$ cat src/rtl/gat_perf_monitor_if.sv
// Stage handshake strobes and BRAM write probe observed by gat_perf_monitor.
// The pipeline side drives through master; the monitor only listens through slave.
interface gat_perf_monitor_if #(
  parameter int unsigned NUM_CH = 4,
  parameter int unsigned ADDR_W = 16,
  parameter int unsigned DATA_W = 32
);
  logic [NUM_CH-1:0] vld;
  logic [NUM_CH-1:0] rdy;
  logic              probe_en;
  logic [ADDR_W-1:0] probe_addr;
  logic [DATA_W-1:0] probe_data;

  modport master (output vld, rdy, probe_en, probe_addr, probe_data);
  modport slave  (input  vld, rdy, probe_en, probe_addr, probe_data);
endinterface

$ cat src/rtl/gat_perf_monitor.sv
// Per-stage sticky flags, valid-to-ready latency and valid-pulse counters, plus one
// address-triggered probe capture, read out through a registered channel-select mux.
module gat_perf_monitor #(
  parameter int unsigned NUM_CH   = 4,
  parameter int unsigned CNT_W    = 32,
  parameter int unsigned ADDR_W   = 16,
  parameter int unsigned DATA_W   = 32,
  parameter int unsigned CAP_LAST = 0,
  parameter int unsigned SEL_W    = (NUM_CH > 1) ? $clog2(NUM_CH) : 1
) (
  input  logic                clk,
  input  logic                rst_n,
  input  logic                clr_i,
  gat_perf_monitor_if.slave   bus,
  input  logic [ADDR_W-1:0]   trig_addr_i,
  input  logic [SEL_W-1:0]    sel_i,
  output logic [3*NUM_CH:0]   status_o,
  output logic [CNT_W-1:0]    lat_o,
  output logic [CNT_W-1:0]    evt_o,
  output logic [DATA_W-1:0]   cap_o
);

  localparam logic [1:0]       StIdle = 2'd0;
  localparam logic [1:0]       StRun  = 2'd1;
  localparam logic [1:0]       StDone = 2'd2;
  localparam logic [CNT_W-1:0] CntMax = '1;

  logic [NUM_CH-1:0] vld_seen_q, rdy_seen_q, done;
  logic [CNT_W-1:0]  lat_arr [NUM_CH];
  logic [CNT_W-1:0]  evt_arr [NUM_CH];

  for (genvar c = 0; c < NUM_CH; c++) begin : g_ch
    logic [1:0]       state_q, state_d;
    logic [CNT_W-1:0] cyc_q, cyc_d, lat_q, lat_d, evt_q, evt_d;
    logic             vld_prev_q;

    always_comb begin
      state_d = state_q;
      cyc_d   = cyc_q;
      lat_d   = lat_q;
      case (state_q)
        StIdle: begin
          if (bus.vld[c] && bus.rdy[c]) begin
            state_d = StDone;
            lat_d   = '0;
          end else if (bus.vld[c]) begin
            state_d = StRun;
            cyc_d   = CNT_W'(1);
          end
        end
        StRun: begin
          if (bus.rdy[c]) begin
            state_d = StDone;
            lat_d   = cyc_q;
          end else if (cyc_q != CntMax) begin
            cyc_d = cyc_q + CNT_W'(1);
          end
        end
        default: ;  // StDone holds its measurement until clear
      endcase
      evt_d = evt_q;
      if (bus.vld[c] && !vld_prev_q && (evt_q != CntMax)) evt_d = evt_q + CNT_W'(1);
    end

    always_ff @(posedge clk or negedge rst_n) begin
      if (!rst_n) begin
        state_q    <= StIdle;
        cyc_q      <= '0;
        lat_q      <= '0;
        evt_q      <= '0;
        vld_prev_q <= 1'b0;
      end else if (clr_i) begin
        state_q    <= StIdle;
        cyc_q      <= '0;
        lat_q      <= '0;
        evt_q      <= '0;
        vld_prev_q <= 1'b0;
      end else begin
        state_q    <= state_d;
        cyc_q      <= cyc_d;
        lat_q      <= lat_d;
        evt_q      <= evt_d;
        vld_prev_q <= bus.vld[c];
      end
    end

    assign done[c]    = (state_q == StDone);
    assign lat_arr[c] = lat_q;
    assign evt_arr[c] = evt_q;
  end

  logic              hit, cap_load, cap_hit_q;
  logic [DATA_W-1:0] cap_q;
  logic [CNT_W-1:0]  lat_sel, evt_sel, lat_o_q, evt_o_q;

  assign hit      = bus.probe_en && (bus.probe_addr == trig_addr_i);
  assign cap_load = hit && ((CAP_LAST != 0) || !cap_hit_q);

  // Out-of-range selects fall through the loop and read as zero.
  always_comb begin
    lat_sel = '0;
    evt_sel = '0;
    for (int unsigned c = 0; c < NUM_CH; c++) begin
      if (32'(sel_i) == c) begin
        lat_sel = lat_arr[c];
        evt_sel = evt_arr[c];
      end
    end
  end

  always_ff @(posedge clk or negedge rst_n) begin
    if (!rst_n) begin
      vld_seen_q <= '0;
      rdy_seen_q <= '0;
      cap_hit_q  <= 1'b0;
      cap_q      <= '0;
      lat_o_q    <= '0;
      evt_o_q    <= '0;
    end else if (clr_i) begin
      vld_seen_q <= '0;
      rdy_seen_q <= '0;
      cap_hit_q  <= 1'b0;
      cap_q      <= '0;
      lat_o_q    <= '0;
      evt_o_q    <= '0;
    end else begin
      vld_seen_q <= vld_seen_q | bus.vld;
      rdy_seen_q <= rdy_seen_q | bus.rdy;
      if (hit)      cap_hit_q <= 1'b1;
      if (cap_load) cap_q     <= bus.probe_data;
      lat_o_q    <= lat_sel;
      evt_o_q    <= evt_sel;
    end
  end

  assign status_o = {cap_hit_q, done, rdy_seen_q, vld_seen_q};
  assign lat_o    = lat_o_q;
  assign evt_o    = evt_o_q;
  assign cap_o    = cap_q;

endmodule

$ cat src/flat_wrapper.sv
// flat-port wrapper written by rule: the top's interface ports become plain ports
module gat_perf_monitor_flat 
#(
  parameter int unsigned NUM_CH   = 4,
  parameter int unsigned CNT_W    = 32,
  parameter int unsigned ADDR_W   = 16,
  parameter int unsigned DATA_W   = 32,
  parameter int unsigned CAP_LAST = 0,
  parameter int unsigned SEL_W    = (NUM_CH > 1) ? $clog2(NUM_CH) : 1
)
  (clk, rst_n, clr_i, trig_addr_i, sel_i, status_o, lat_o, evt_o, cap_o, bus_vld, bus_rdy, bus_probe_en, bus_probe_addr, bus_probe_data);
  gat_perf_monitor_if #(.NUM_CH(NUM_CH), .ADDR_W(ADDR_W), .DATA_W(DATA_W)) bus_i ();
  input  logic clk;
  input  logic rst_n;
  input  logic clr_i;
  input  logic [ADDR_W-1:0] trig_addr_i;
  input  logic [SEL_W-1:0] sel_i;
  output logic [3*NUM_CH:0] status_o;
  output logic [CNT_W-1:0] lat_o;
  output logic [CNT_W-1:0] evt_o;
  output logic [DATA_W-1:0] cap_o;
  input wire logic [$bits(bus_i.vld)-1:0] bus_vld;
  input wire logic [$bits(bus_i.rdy)-1:0] bus_rdy;
  input wire logic [$bits(bus_i.probe_en)-1:0] bus_probe_en;
  input wire logic [$bits(bus_i.probe_addr)-1:0] bus_probe_addr;
  input wire logic [$bits(bus_i.probe_data)-1:0] bus_probe_data;
  assign bus_i.vld = bus_vld;
  assign bus_i.rdy = bus_rdy;
  assign bus_i.probe_en = bus_probe_en;
  assign bus_i.probe_addr = bus_probe_addr;
  assign bus_i.probe_data = bus_probe_data;
  gat_perf_monitor #(.NUM_CH(NUM_CH), .CNT_W(CNT_W), .ADDR_W(ADDR_W), .DATA_W(DATA_W), .CAP_LAST(CAP_LAST), .SEL_W(SEL_W)) u_core (.clk(clk), .rst_n(rst_n), .clr_i(clr_i), .bus(bus_i), .trig_addr_i(trig_addr_i), .sel_i(sel_i), .status_o(status_o), .lat_o(lat_o), .evt_o(evt_o), .cap_o(cap_o));
endmodule
$ cat config.mk
export PLATFORM = sky130hd
export DESIGN_NAME = gat_perf_monitor_flat
export DESIGN_NICKNAME = d
export VERILOG_FILES = /design/src/rtl/gat_perf_monitor_if.sv /design/src/rtl/gat_perf_monitor.sv /design/src/flat_wrapper.sv
export SDC_FILE = /design/constraint.sdc
export NUM_CORES = 1
export LEC_CHECK = 0
export ABC_AREA = 0
export CAP_MARGIN = 20
export CORE_AREA = 2 2 190 239
export CTS_CLUSTER_SIZE = 16
export DETAILED_ROUTE_END_ITERATION = 6
export DIE_AREA = 0 0 192 241
export PLACE_DENSITY_LB_ADDON = 0.15
export SETUP_SLACK_MARGIN = 0.15
export SLEW_MARGIN = 5
export SYNTH_ARGS = -nofsm -noshare
export SYNTH_HDL_FRONTEND = slang
export SYNTH_SLANG_ARGS = --single-unit
$ cat constraint.sdc
create_clock -name clk -period 2.9 [get_ports clk]
set_input_delay 0.58 -clock clk [delete_from_list [all_inputs] [get_ports clk]]
set_output_delay 0.58 -clock clk [all_outputs]
set_load 0.05 [all_outputs]
Word level (Yosys, flattened, before mapping) --
Index checks and enable logic that the tools add are counted.
Word-level totals: word-level logic and storage cells 218, flip-flop bits (word level) 501, bits of input ports 78
Operators by class: equal/unequal tests 48, bitwise logic cells 2, muxes and demuxes 88, add/subtract/negate cells 8, reduce and logical (&&, ||, !) cells 46
Operators with widths (count):
- 32-bit two-way mux | 52
- 32-bit one-hot mux with 2 select lines | 8
- 32-bit by 1-bit adder with 32-bit output, second input constant | 8
- 32-bit inequality test, second input constant | 8
- 3-bit inequality test, second input constant | 16
- 2-bit two-way mux | 16
- 3-bit by 2-bit inequality test with 1-bit output, second input constant | 8
- 3-bit AND reduction | 8
- 5-bit AND reduction | 4
- 16-bit equality test | 1
- 4-bit by 3-bit inequality test with 1-bit output, second input constant | 4
- 2-bit one-hot mux with 2 select lines | 4
- 1-bit logical AND | 14
- 2-bit equality test, second input constant | 6
- 2-bit nonzero test | 6
- 3-bit nonzero test | 4
- 2-bit by 1-bit equality test with 1-bit output, second input constant | 5
- 2-bit zero test | 5
- 4-bit two-way mux | 2
- 4-bit bitwise OR | 2
- 1-bit two-way mux | 6
- 1-bit zero test | 5

Depth between registers and ports, before layout --
depth after elaboration 6, gate-level depth with buffers 8

Worst setup path after synthesis --
OpenSTA, ideal clock, no wires.
kind input-to-reg, start in clr_i, end reg u_core.g_ch[3].cyc_q[10], library setup time 0.133 ns, required time 2.767 ns, setup slack 0.541 ns, cell stages on the path 7, arrival time 2.226 ns, cells stage by stage nor3b_2 -> nand3_1 -> nor4_2 -> or2_1 -> buf_2 -> buf_2 -> o21ai_0
On the way: cells in the longest elaborated chain, start to end 2
RTL lines:
- from (decl) | line flat_wrapper.sv:15 | input logic clr_i;
- 3-bit by 2-bit inequality test with 1-bit output (no line) (tied with other cells)
- 5-bit AND reduction (no line)
- to (signal assigned) | line gat_perf_monitor.sv:80 | cyc_q <= cyc_d;
- to (decl) | line gat_perf_monitor.sv:34 | logic [CNT_W-1:0] cyc_q, cyc_d, lat_q, lat_d, evt_q, evt_d;
Parallel ways exist; a longest one is shown, timed or not. A chain may end at the register's enable or synchronous reset.

Worst setup path after layout --
start reg u_core.g_ch[2].state_q[1], end out status_o[10]
On the way: cells in the longest elaborated chain, start to end 1
RTL lines:
- from (decl) | line gat_perf_monitor.sv:33 | logic [1:0] state_q, state_d;
- from (signal assigned) | line gat_perf_monitor.sv:67 | state_q <= StIdle;
- from (signal assigned) | line gat_perf_monitor.sv:73 | state_q <= StIdle;
- from (signal assigned) | line gat_perf_monitor.sv:79 | state_q <= state_d;
- 2-bit equality test | line gat_perf_monitor.sv:87 | assign done[c] = (state_q == StDone);
- to (decl) | line flat_wrapper.sv:18 | output logic [3*NUM_CH:0] status_o;
No other way between the ends.

==> flow_summary_export.csv <==
group,metric,value,unit
yosys,ys_seq_elements,501,
setup_path,end_kind,"output port",
setup_path,worstSetupStartpointType,"flip-flop",
yosys,synth_area_leader_cell,"dfrtp_1",
drt,dr.pass1.iters,7,
floorplanning,dieWidth,192,µm
drt,num_vias,22670,
yosys,synth-edff-count,0,
floorplanning,ios,187,
setup_path,max_stage_delay,0.80,ns
yosys,synth_fp_nets,2776,
setup_path,cp.arrival,2.09,ns
run,maxCapViolCount,0,
yosys,synth_top_area_share,48.80,%
floorplanning,core_area,43900,µm²
cts,h-tree-depth,2,
timing,finalHoldViolations,0,
pwr,p_total,14980,µW
pwr,vdd_drop_max,507.6,µV
grt,antenna_found_initial,0,
yosys,ys.flop_type,"dfrtp_1",
setup_path,crit_chain,"inv_1 > nor2_1 > clkdlybuf4s50_1",
cts,cts_setup_buffers,0,
final_layout,nNetsFinal,2935,
timing,fin_crit,2.667,ns
cts,clk_latency,0.62,ns
outcome,status,"finished, violations left",
cts,cts_sinks,501,
setup_path,cp_num_buf_inv,2,
cts,cts_root_buffer,"clkbuf_16",
yosys,yosysWarnings,0,
final_layout,register_area,12540,µm²
floorplanning,row_count,86,
yosys,syn_area_per_cell,9.550,µm²
cts,clk_pin_slew,0.06,ns
final_layout,layout_commonest_cell,"dfrtp_1",
place,gp_congestion,0.9426,
timing,clock_skew,0.02484,ns
final_layout,final_util,69.21,%
timing,finalSetupViolations,0,
yosys,async_flop_share,100.0,%
setup_path,critPathMaxFanout,7,
final_layout,fillers,3348,
yosys,synth_cell_types,69,
pwr,p_per_area,492.9,nW/µm²
place,portBuffers,186,
grt,grt_usage,32.95,%
timing,rsz0062_at_grt,"yes",
drt,drtIter0Drc,2130,
cts,tritoncts,"done",
final_layout,num_antenna_cells,0,
setup_path,cp_slowest_cell,"clkdlybuf4s50_1",
min_path,hp-class,"in -> reg",
yosys,ys_seq_area_share,48.80,%
yosys,yosys-top-cells-area,"dfrtp_1 49%, mux4_2 5.6%, nand2_1 5.3%",
grt,grt_pass1_wl,119600,µm
place,dp_cells,3368,
drt,wl_per_cell,21.79,µm
pwr,p_leak,0.01218,µW
timing,worstMarginPinSlew,1.001,ns
drt,routed_wirelength,75410,µm
floorplanning,initial_core_util,58.52,%
cts,cts.path.max_buffers,3,
drt,drc,2,
outcome,violations,"DRC",
timing,slew_violations,0,
timing,hold_slack,0.3689,ns
grt,grt_max_degree,150,
final_layout,layout_common_cells,"501 x dfrtp_1, 365 x nand2_1, 245 x o21ai_0, 179 x clkdlybuf4s50_1, 151 x a21oi_1",
drt,detail-route-antenna-nets,0,
yosys,postSynthCellCount,2690,
final_layout,final_cells,3461,
timing,relSlewSlack,33.22,%
final_layout,area_delta_synth_final,18.28,%
floorplanning,dieArea,46270,µm²
final_layout,drive_gt1_share,10.87,%
cts,cts_buffers,50,
setup_path,crit_family,"buffers and inverters",
setup_path,path_class,"reg -> out",
final_layout,multi_input_area,12390,µm²
grt,grt_pass1_vias,22130,
place,dp_hpwl,52970,µm
grt,overflow,0,
drt,vias_per_cell,6.549,
timing,timing.setup.tns,0,ns
timing,fin_crit_sh,91.96,%
floorplanning,die_h,241,µm
setup_path,critical_path_required,2.32,ns
timing,clock.fmax,375.0,MHz
yosys,syn-cell-area,25690,µm²
==> synth_stat cells (all sizes together) (45+ instances only) <==
cell type,number
inv,45
clkbuf,157
nor2,147
nor2b,91
dfrtp,501
nand4,123
mux4,64
or3,48
a21oi,154
o21ai,246
o31ai,131
nand3,107
nand2,365
==> worst reg2reg max path: stages, from the launching register on <==
cell	delay, ns
dfrtp_1	0.47
nand4_1	0.33
nor4_1	0.64
nand3_1	0.40
or4_1	0.57
a21oi_1	0.15
==> report_power, final <==
| group | internal, µW | switching (µW) | leakage [µW] | total (µW) |
|---|---|---|---|---|
| clock | 4040 | 2850 | 0.000848 | 6890 |
| combinational | 348 | 649 | 0.00437 | 998 |
| sequential | 7030 | 60.1 | 0.00697 | 7090 |
| total | 11400 | 3560 | 0.0122 | 15000 |
==> kinds of logic (layout without fill, tap and decap cells) <==
group | after synthesis | in the layout | synth area share [%]
flops | 501 | 501 | 48.80
buf+inv | 228 | 427 | 3.414
xor+xnor | 51 | 51 | 1.739
mux | 90 | 90 | 6.707
fa+ha+maj | 8 | 8 | 0.3897
simple gates | 1122 | 1122 | 22.42
compound gates | 690 | 690 | 16.53
==> per-stage QoR <==
step	setup WS (ns)	instance area, µm²
3_3_place_gp	0.2346	28640
2_1_floorplan	0.5410	25690
3_5_place_dp	0.1492	28640
4_1_cts	0.1766	30370
6_report	0.2331	30390
5_1_grt	0.1284	30390
==> final timing paths <==
kind | end | slack [ns] | cells past startpoint | startpoint
max | status_o[10] | 0.23 | 3 | u_core.g_ch[2].state_q[1]
min | u_core.lat_o[19] | 0.37 | 2 | clr_i
max reg2reg | u_core.g_ch[3].evt_q[28] | 0.26 | 5 | u_core.g_ch[3].evt_q[10]
min reg2reg | u_core.g_ch[2].lat_q[30] | 0.48 | 2 | u_core.g_ch[2].lat_q[30]
max in group asynchronous | u_core.cap_o[4] | 1.57 | 3 | rst_n
min in group asynchronous | u_core.g_ch[0].evt_q[3] | 0.50 | 2 | rst_n
==> registers in the layout, indices dropped and copies added (netlist names) <==
name                    cells
u_core.g_ch.lat_q         128
u_core.rdy_seen_q           4
u_core.vld_seen_q           4
u_core.evt_o               32
u_core.g_ch.cyc_q         128
u_core.lat_o               32
u_core.g_ch.vld_prev_q      4
u_core.g_ch.evt_q         128
u_core.cap_hit_q            1
u_core.cap_o               32
u_core.g_ch.state_q         8
==> repair_timing <==
| action | 4_1_cts | 5_1_grt |
|---|---|---|
| setup endpoints to repair | 2 | 14 |
| endpoints found under the hold margin | 43 | 0 |
| gates resized for setup | 2 | 4 |
| hold buffers | 1 | 0 |
==> area by class of cell <==
| class | count | area share (%) |
|---|---|---|
| Clock inverter | 22 | 1.017 |
| Sequential cell | 501 | 41.26 |
| Multi-Input combinational cell | 1961 | 40.78 |
| Inverter | 45 | 0.5559 |
| Tap cell | 572 | 2.355 |
| Timing Repair Buffer | 290 | 9.372 |
| Clock buffer | 70 | 4.661 |
==> routing by layer <==
metal / track usage (%) / vias up / wire [µm]
met5: 0 / - / 0
met4: 17.40 / 0 / 4314
met3: 4.144 / 220 / 4412
met2: 56.61 / 969 / 38240
met1: 40.77 / 11210 / 28440
li1: - / 10270 / -
Note: power is estimated with default switching activity, not from simulation.
